File: src/rtl/regwrite_scheduler.sv
// Purpose: shares the regfile write port between writeback and a long-latency unit result FIFO, with a busy scoreboard.
// Latency: writeback 0 cycles (same edge); LU result >=1 cycle, at most STARVE_LIMIT+1 cycles after reaching the FIFO head.
// Backpressure: lu_ready drops when the FIFO is full; HoldW asks writeback to repeat its write when the FIFO head starves.
//
// Ports:
//   clk, reset (async, active-low)
//   RegWriteW/RdW/ResultW -> writeback request;  HoldW -> writeback must re-present next cycle
//   issue_valid/issue_rd  -> marks an LU destination busy
//   lu_valid/lu_rd/lu_data, lu_ready -> LU result push into the FIFO
//   Rs1D/Rs2D/RdD -> decode addresses;  StallD -> decode hazard
//   we3/a3/wd3 -> regfile write port;  busy -> scoreboard bits (bit 0 always 0)
module regwrite_scheduler #(
  parameter int XLEN         = 32,
  parameter int FIFO_DEPTH   = 2,
  parameter int STARVE_LIMIT = 4
) (
  input  logic            clk,
  input  logic            reset,
  input  logic            RegWriteW,
  input  logic [4:0]      RdW,
  input  logic [XLEN-1:0] ResultW,
  output logic            HoldW,
  input  logic            issue_valid,
  input  logic [4:0]      issue_rd,
  input  logic            lu_valid,
  input  logic [4:0]      lu_rd,
  input  logic [XLEN-1:0] lu_data,
  output logic            lu_ready,
  input  logic [4:0]      Rs1D,
  input  logic [4:0]      Rs2D,
  input  logic [4:0]      RdD,
  output logic            StallD,
  output logic            we3,
  output logic [4:0]      a3,
  output logic [XLEN-1:0] wd3,
  output logic [31:0]     busy
);

  localparam int PW   = (FIFO_DEPTH > 1) ? $clog2(FIFO_DEPTH) : 1;
  localparam int CNTW = $clog2(FIFO_DEPTH + 1);
  localparam int SW   = $clog2(STARVE_LIMIT + 1);

  // FIFO storage and pointers
  logic [4:0]      ent_rd_q   [FIFO_DEPTH];
  logic [4:0]      ent_rd_d   [FIFO_DEPTH];
  logic [XLEN-1:0] ent_data_q [FIFO_DEPTH];
  logic [XLEN-1:0] ent_data_d [FIFO_DEPTH];
  logic [PW-1:0]   rd_ptr_q, rd_ptr_d;
  logic [PW-1:0]   wr_ptr_q, wr_ptr_d;
  logic [CNTW-1:0] count_q, count_d;

  // Starvation counter and scoreboard
  logic [SW-1:0]   starve_q, starve_d;
  logic [31:0]     busy_q, busy_d;

  logic            fifo_empty;
  logic            fifo_full;
  logic            push;
  logic            pop;
  logic            wb_req;
  logic            wb_win;
  logic [4:0]      head_rd;
  logic [XLEN-1:0] head_data;

  function automatic logic [PW-1:0] ptr_inc(input logic [PW-1:0] p);
    return (p == PW'(FIFO_DEPTH - 1)) ? '0 : p + PW'(1);
  endfunction

  assign fifo_empty = (count_q == '0);
  assign fifo_full  = (count_q == CNTW'(FIFO_DEPTH));
  assign head_rd    = ent_rd_q[rd_ptr_q];
  assign head_data  = ent_data_q[rd_ptr_q];

  // Registered so the hold decision never depends on this cycle's writeback request.
  assign HoldW    = (starve_q == SW'(STARVE_LIMIT));
  // Based on registered occupancy only: a pop in this cycle does not open a slot until the next one.
  assign lu_ready = reset & ~fifo_full;
  assign push     = lu_valid & lu_ready;
  assign busy     = busy_q;

  // Write-port grant: writeback first unless the head has starved long enough.
  always_comb begin
    wb_req = RegWriteW & (RdW != 5'd0);
    wb_win = wb_req & ~HoldW;
    pop    = ~wb_win & ~fifo_empty;
    we3    = 1'b0;
    a3     = 5'd0;
    wd3    = '0;
    if (wb_win) begin
      we3 = 1'b1;
      a3  = RdW;
      wd3 = ResultW;
    end else if (pop) begin
      // x0 results still pop, but never write.
      we3 = (head_rd != 5'd0);
      a3  = head_rd;
      wd3 = head_data;
    end
  end

  // Index 0 is masked so a stray x0 reference can never stall decode.
  always_comb begin
    StallD = ((Rs1D != 5'd0) & busy_q[Rs1D]) |
             ((Rs2D != 5'd0) & busy_q[Rs2D]) |
             ((RdD  != 5'd0) & busy_q[RdD]);
  end

  // FIFO next state
  always_comb begin
    ent_rd_d   = ent_rd_q;
    ent_data_d = ent_data_q;
    wr_ptr_d   = wr_ptr_q;
    rd_ptr_d   = rd_ptr_q;
    count_d    = count_q;
    if (push) begin
      ent_rd_d[wr_ptr_q]   = lu_rd;
      ent_data_d[wr_ptr_q] = lu_data;
      wr_ptr_d             = ptr_inc(wr_ptr_q);
    end
    if (pop) begin
      rd_ptr_d = ptr_inc(rd_ptr_q);
    end
    unique case ({push, pop})
      2'b10:   count_d = count_q + CNTW'(1);
      2'b01:   count_d = count_q - CNTW'(1);
      default: count_d = count_q;
    endcase
  end

  // Starvation counter: counts cycles the current head has been passed over.
  always_comb begin
    starve_d = starve_q;
    if (fifo_empty || pop) begin
      starve_d = '0;
    end else if (starve_q != SW'(STARVE_LIMIT)) begin
      starve_d = starve_q + SW'(1);
    end
  end

  // Scoreboard: set is applied after clear so a same-cycle issue of the retiring register wins.
  always_comb begin
    busy_d = busy_q;
    if (pop && (head_rd != 5'd0)) begin
      busy_d[head_rd] = 1'b0;
    end
    if (issue_valid && (issue_rd != 5'd0)) begin
      busy_d[issue_rd] = 1'b1;
    end
    busy_d[0] = 1'b0;
  end

  always_ff @(posedge clk or negedge reset) begin
    if (!reset) begin
      for (int i = 0; i < FIFO_DEPTH; i++) begin
        ent_rd_q[i]   <= 5'd0;
        ent_data_q[i] <= '0;
      end
      rd_ptr_q <= '0;
      wr_ptr_q <= '0;
      count_q  <= '0;
      starve_q <= '0;
      busy_q   <= '0;
    end else begin
      ent_rd_q   <= ent_rd_d;
      ent_data_q <= ent_data_d;
      rd_ptr_q   <= rd_ptr_d;
      wr_ptr_q   <= wr_ptr_d;
      count_q    <= count_d;
      starve_q   <= starve_d;
      busy_q     <= busy_d;
    end
  end

endmodule

File: config.mk
export PLATFORM = sky130hd
export DESIGN_NAME = regwrite_scheduler
export DESIGN_NICKNAME = d
export VERILOG_FILES = /design/src/rtl/regwrite_scheduler.sv
export SDC_FILE = /design/constraint.sdc
export NUM_CORES = 1
export LEC_CHECK = 0
export CAP_MARGIN = 0
export CORE_MARGIN = 2
export CORE_UTILIZATION = 25
export DETAILED_ROUTE_END_ITERATION = 7
export HOLD_SLACK_MARGIN = 0.05
export PLACE_DENSITY = 0.47
export SETUP_SLACK_MARGIN = 0.05
export SKIP_LAST_GASP = 1
export SLEW_MARGIN = 15
export SYNTH_ARGS = -nofsm -noshare
export SYNTH_HDL_FRONTEND = slang
export SYNTH_SLANG_ARGS = --single-unit
File: constraint.sdc
create_clock -name clk -period 2.4 [get_ports clk]
set_clock_uncertainty 0.15 [all_clocks]
set_input_delay 0.24 -clock clk [delete_from_list [all_inputs] [get_ports clk]]
set_output_delay 0.24 -clock clk [all_outputs]
set_load 0.01 [all_outputs]
==> results.md <==
- CP endpoint kind: output pin
- Total Routing Usage GR: 0.151
- Setup violators final: 1
- Nets: 865
- Vert. Die Dim: 162 um
- Slew HR: 0.504
- Mapped Cells: 538
- DP Wirelength: 14700 um
- Die area: 0.0262 mm2
- Most common cell in the netlist: dfrtp_1
- Place WS: -558 ps
- Register bit total from synthesis: 112
- WP data required: 2010 ps
- Failing checks: setup timing
- CP max FO: 5
- Slew @ Worst Pin: 745 ps
- Synth unique cells: 55
- Core ar.: 0.0244 mm2
- Top FF cell, synth: dfrtp_1
- Root Driver: clkbuf_16
- Largest net degree at the start of global routing: 58
- Routed via count: 5244
- Post-synth top area cell: dfrtp_1
- Proportion of layout cells with a drive suffix above 1: 0.365
- Syn Area/Cell: 11.6 um2
- Hold Fails Final Rpt: 0
- DRT Pass-1 Iters: 4
- TritonCTS clock tree: built
- Startpoint types: flip-flop
- FP Rows: 57
- Fmax: 0.407 GHz
- Synth top cells by count: dfrtp_1, o21ai_0, mux2_2, nand2_1, mux2i_1
- Routed len/inst: 18.2 um
- DR iter-0 viols: 267
- Sequential area share after synthesis: 0.450
- CTS Buffer Depth: 2
- Worst skew pair latency: 360 ps
- Top post-synthesis cells by area: dfrtp_1, mux2_2, mux4_2, o21ai_0, mux2i_1
- Final Max Tran Viols: 0
- Pwr/cell area: 1170 mW/mm2
- Antenna-violating nets left: 0
- DRC: 0
- Via/cell ratio: 4.80
- Ys async rst share: 1.00
- Total number of H-tree levels: 3
- I/O Pins: 172
- Max VDD drop: 0.438 mV
- Hold slack: 358 ps
- Starting Density: 0.255
- Buffers on Ports: 170
- Number of synthesized flops with an enable pin: 0
- Critical path class: flip-flop to output pin
- Gpl congestion: 0.896
- Share of Yosys cell area claimed by the top area cell type: 0.450
- Fin crit period: 2460 ps
- Layout fillers: 2453
- CP arrival: 2070 ps
- Fin util: 0.376
- Syn. warnings: 0
- Post-Syn Nets: 640
- CTS buffer count: 9
- Total wire length: 19900 um
- Sink Count: 112
- Static leakage: 3.98 nW
- First-pass GRT wire length: 30900 um
- Post-route setup slack: -59.1 ps
- Maxcap violations: 0
- Number of global-route vias before repair: 5610
- Initial antenna violation count: 2
- Status: finished with violations
- Tcrit/Tclk final: 1.02
- Synth Cell Area: 0.00622 mm2
- Die Width: 162 um
- Clock transition at path regs: 90 ps
- GRT Residual Overflow: 0
- Unrepaired setup endpoints after global routing: true
- Layout area overhead: 47.3%
- Worst hold path class: input pin to flip-flop
-- power breakdown --
part           total [mW]  switching [mW]  internal, mW
clock                1.56           0.809         0.752
sequential           3.63           0.790          2.84
combinational        5.54            2.42          3.12
total                10.7            4.02          6.72
-- metrics by stage --
stage                     TNS (ps)  total power, mW  std cells  area (um2)
after floorplan                  0             6.35        538        6220
after global placement      -16180             8.96       1059        8710
after detailed placement    -16190             9.09       1059        8710
after CTS                     -678             10.7       1087        9050
after global routing          -201             11.5       1092        9170
final                        -59.1             10.7       1093        9170
-- path summary, 6_finish.rpt --
path | startpoint | endpoint | slack (ps) | cells after the start
max | busy[23] | StallD | -60 | 6
min | lu_data[20] | ent_data_q[20] | 360 | 2
max reg2reg | starve_q[0] | count_q[1] | 80 | 14
min reg2reg | ent_data_q[61] | ent_data_q[61] | 360 | 1
max in group asynchronous | reset | busy[28] | 360 | 4
min in group asynchronous | reset | ent_data_q[30] | 440 | 3
-- routing by layer --
layer / GRT usage / part of all wire / up-vias
met2: 0.257 / 0.48 / 155
met4: 0.0414 / 0.017 / 4
met5: 0 / 0.0014 / -
met1: 0.187 / 0.44 / 2634
li1: - / - / 2424
met3: 0.0426 / 0.062 / 27
-- registers in the layout, summed over array words and instances, names as in the netlist --
name / count
busy: 31
ent_data_q: 64
ent_rd_q: 10
count_q: 2
rd_ptr_q: 1
starve_q: 3
wr_ptr_q: 1
-- cell usage in the layout (no fill, tap or decap), types with 6 or more instances in the layout --
| cell type | instances |
|---|---|
| a21oi_1 | 6 |
| buf_12 | 11 |
| buf_2 | 37 |
| buf_4 | 59 |
| clkbuf_16 | 10 |
| clkdlybuf4s50_1 | 121 |
| dfrtp_1 | 106 |
| dfrtp_2 | 6 |
| dlygate4sd2_1 | 8 |
| inv_1 | 6 |
| mux2_2 | 58 |
| mux2_4 | 19 |
| mux2i_1 | 43 |
| mux4_2 | 21 |
| nand2_1 | 56 |
| nand3_1 | 8 |
| nor2_1 | 8 |
| o21ai_0 | 61 |
| o21ai_1 | 12 |
| o21ai_2 | 24 |
-- worst max-delay path: stages, from the launching register on --
cell      delay (ps)
dfrtp_1          430
mux4_2           490
mux2i_1          180
o32ai_1          110
nor4_1           230
o211ai_1         120
buf_2            160
-- final cells by class --
type,count,area (um2),share of cell area
Antenna cell,1,2.50,0.000273
Clock buffer,9,225,0.0246
Clock inverter,7,83.8,0.00914
Inverter,10,37.5,0.00409
Multi-Input combinational cell,383,3330,0.363
Sequential cell,112,2810,0.306
Tap cell,324,405,0.0442
Timing Repair Buffer,247,2280,0.248
-- logic make-up after synthesis --
| kind of cell | share of synthesized area |
|---|---|
| adders and majority gates | 0.00603 |
| xor gates and xnor gates | 0.00824 |
| AOI/OAI and AO/OA | 0.118 |
| and+or+nand+nor | 0.0844 |
| buffers and inverters | 0.0364 |
| other | 0.000602 |
| DFF | 0.450 |
| muxes | 0.296 |
-- what timing repair did --
item | 4_1_cts | 5_1_grt
hold buffers | 1 | 0
setup endpoints to repair | 39 | 40
resized for setup | 195 | 47
setup buffers | 7 | 7
cloned | 4 | 1
endpoints found under the hold margin | 55 | 0
pin swaps | 6 | 19
No activity file was read; power rests on OpenSTA's default activity.
==> variant 1, RTL diff (config.mk and constraints unchanged) <==
Make the reset (`reset`) synchronous in one clocked block. Comments in the files are not updated.
--- a/src/rtl/regwrite_scheduler.sv
+++ b/src/rtl/regwrite_scheduler.sv
@@ -151,3 +151,3 @@
 
-  always_ff @(posedge clk or negedge reset) begin
+  always_ff @(posedge clk) begin
     if (!reset) begin
Behaviour: differs if reset is asserted again (counterexample within 4 cycles, from zero or initial values and one cycle with reset low); with reset held inactive, the same outputs for 4 cycles.
==> variant 1 against the original RTL <==
The flow still finishes with violations (setup timing); design area is 0.53% higher; sequential cell count stayed put; worst setup slack better by 41 ps; routed wire length is 11% higher; maximum frequency is 1.7% higher; synthesized area is 1.0% higher; via count is 21% higher; cell count is 23% higher.
Power is not compared: it rests on default switching activity, and its combinational part moved more than twofold at a synthesized area within 25%.
==> variant 1: results (changes against the original RTL) <==
metric	value	unit	change
place_area	0.008725	mm^2	+0.14%
violations	setup timing		
relSlewSlack	40.22	%	-10 points
clk_share	3.081	%	-0.29 points
synthTopCellsByCount	229 x nand2_1, 112 x dfxtp_1, 76 x a21boi_0		
timing.hold.ws	109.4	ps	-248.4 ps
finalSetupViolations	1		unchanged
syn_nets	906		+42%
seqCellArea	0.002258	mm^2	-20%
dr.pass1.iters	5		+1
clkbuf_count	11		+2
met2_length	10050	um	+4.8%
n_fill_cell	2654		+8.2%
synth_cell_types	50		-9.1%
antenna_cells	0		-1
grt_start_max_net_pins	99		+71%
timing.final.ws_setup	-18.25	ps	+40.82 ps
met1_usage	23.27	%	+4.6 points
cts_setup_buffers	11		+4
place_ws	-603.2	ps	-45.23 ps
cp_data_arrival_time	2030	ps	-40 ps
cts-resized-gates	181		-7.2%
cts.clk_slew.worst_paths	70	ps	-20 ps
grt_pass1_wl	34510	um	+12%
n_all_buffers	252		+2.0%
hold_end	ent_data_q[5]		
synth.yosys.seq_area_share	35.65	%	-9.4 points
antenna_found_initial	1		-1
nNetsFinal	1111		+28%
drive_above_1_share	21.89	%	-15 points
status	finished, violations left		
min-delay-start	reset		
drt-initial-drc-count	469		+76%
multi_input_area_share	42.56	%	+6.3 points
met3_usage	3.336	%	-0.93 points
hpwl	15650	um	+6.3%
synthTopCellsByArea	dfxtp_1 36%, nand2_1 14%, a21boi_0 9.1%		
startpoint	busy[13]		
grt_use_total	16.64	%	+1.6 points
met1Wirelength	10340	um	+19%
vias_per_cell	4.737		-1.3%
fin_tns_setup	-18.25	ps	+40.82 ps
grt_pass1_vias	6212		+11%
multi_input_cells	624		+63%
route.met3.wl	1508	um	+22%
r2r_end	count_q[1]		
use_met2	26.36	%	+0.66 points
==> variant 1: changes by cell type after synthesis, moves of 8 or more <==
cell	unedited run	this run
a21boi_0	0	76
a31oi_1	0	31
buf_2	15	3
clkbuf_1	8	48
dfrtp_1	112	0
dfxtp_1	0	112
mux2_2	58	13
mux2_4	19	0
nand2_1	56	229
nor2_1	9	53
nor2b_1	2	12
o21ai_0	89	69
o21ai_2	9	1
==> variant 1: cells by family (layout without fill, tap and decap cells) <==
family	Yosys count	after routing	share of synthesized area, %
XOR/XNOR	4	4	0.5570
flip-flops	112	112	35.65
multiplexers	72	72	14.70
other	1	1	0.05963
AO/OA/AOI/OAI	204	204	21.09
AND/OR/NAND/NOR	340	340	23.04
adder cells (fa/ha/maj)	3	3	0.5970
buffers and inverters	68	278	4.298
==> variant 1: metrics by stage <==
step / cells / util, %
5_1_grt: 1344 / 36.93
4_1_cts: 1340 / 36.44
3_5_place_dp: 1313 / 34.95
6_report: 1344 / 36.93
3_3_place_gp: 1313 / 34.95
2_1_floorplan: 804 / -
==> variant 2, RTL diff (same flow settings) <==
Without the edit above. Set the parameter `STARVE_LIMIT` to 8 (it was 4).
--- a/src/rtl/regwrite_scheduler.sv
+++ b/src/rtl/regwrite_scheduler.sv
@@ -14,3 +14,3 @@
   parameter int FIFO_DEPTH   = 2,
-  parameter int STARVE_LIMIT = 4
+  parameter int STARVE_LIMIT = 8
 ) (
Function: changed (Yosys sat finds a counterexample within 10 cycles, from zero or initial values and one cycle with reset low).
==> variant 2 against the original RTL <==
The flow still finishes with violations (setup timing); routed wire length up 4.1%; global-route usage up 0.51 points; power up 5.4%; sequential cell count up 1; via count up 5.0%; worst setup slack worse by 65 ps; design area up 3.3%; synthesized area up 0.72%; critical path type unchanged; largest power group unchanged; highest routed layer is now met4.
==> variant 2: results (changes against the original RTL) <==
metric	value	unit	change
p_leak	4.063	nW	+2.1%
met3_usage	4.354	%	+0.090 points
timing.final.ws_setup	-124.6	ps	-65.50 ps
finalSetupViolations	37		+36
place_ws	-534.8	ps	+23.14 ps
synthCells	555		+3.2%
route.met3.wl	1470	um	+19%
n_all_inverters	9		-1
reg2reg_depth	11		-3
htree_levels	4		+1
drt-total-wl	20700	um	+4.1%
cts.clk_slew.worst_paths	50	ps	-40 ps
synth_compound_area_share	12.17	%	+0.35 points
muxShareOfSynthArea	27.36	%	-2.2 points
drive_above_1_share	35.81	%	-0.65 points
tightest_slew	941.5	ps	+197.0 ps
peakVddDrop	0.4943	mV	+13%
violations	setup timing		
grt_use_total	15.58	%	+0.51 points
dr.pass1.iters	5		+1
syn2layout_area_growth	51.05	%	
status	finished, violations left		
met1Wirelength	8728	um	+0.58%
grt_start_max_net_pins	70		+21%
antenna_cells	0		-1
place_congestion	0.8989		+0.31%
sh_seq_area	29.92	%	-0.72 points
clkbuf_count	22		+13
-- variant 2: path summary, 6_finish.rpt --
check | startpoint | to | slack [ps]
max | busy[13] | StallD | -120
min | lu_data[26] | ent_data_q[26] | 320
max reg2reg | starve_q[0] | count_q[1] | 160
min reg2reg | ent_data_q[32] | ent_data_q[32] | 350
max in group asynchronous | reset | busy[30] | 490
min in group asynchronous | reset | ent_data_q[36] | 480
-- variant 2: repair_timing --
item	CTS	global route
resized for setup	155	60
gates cloned	1	4
pin swaps	6	4
setup buffers	5	5
endpoints found under the setup margin	40	40
hold buffers	1	0
hold endpoints to repair	68	0
-- variant 2: power groups by stage --
stage               registers, mW  clock network [mW]  logic, mW
floorplan                    3.52                   0       2.67
global placement             3.62                   0       5.10
detailed placement           3.67                   0       5.20
CTS                          3.65                2.62       5.21
global route                 3.78                2.71       5.56
finish                       3.65                2.55       5.11
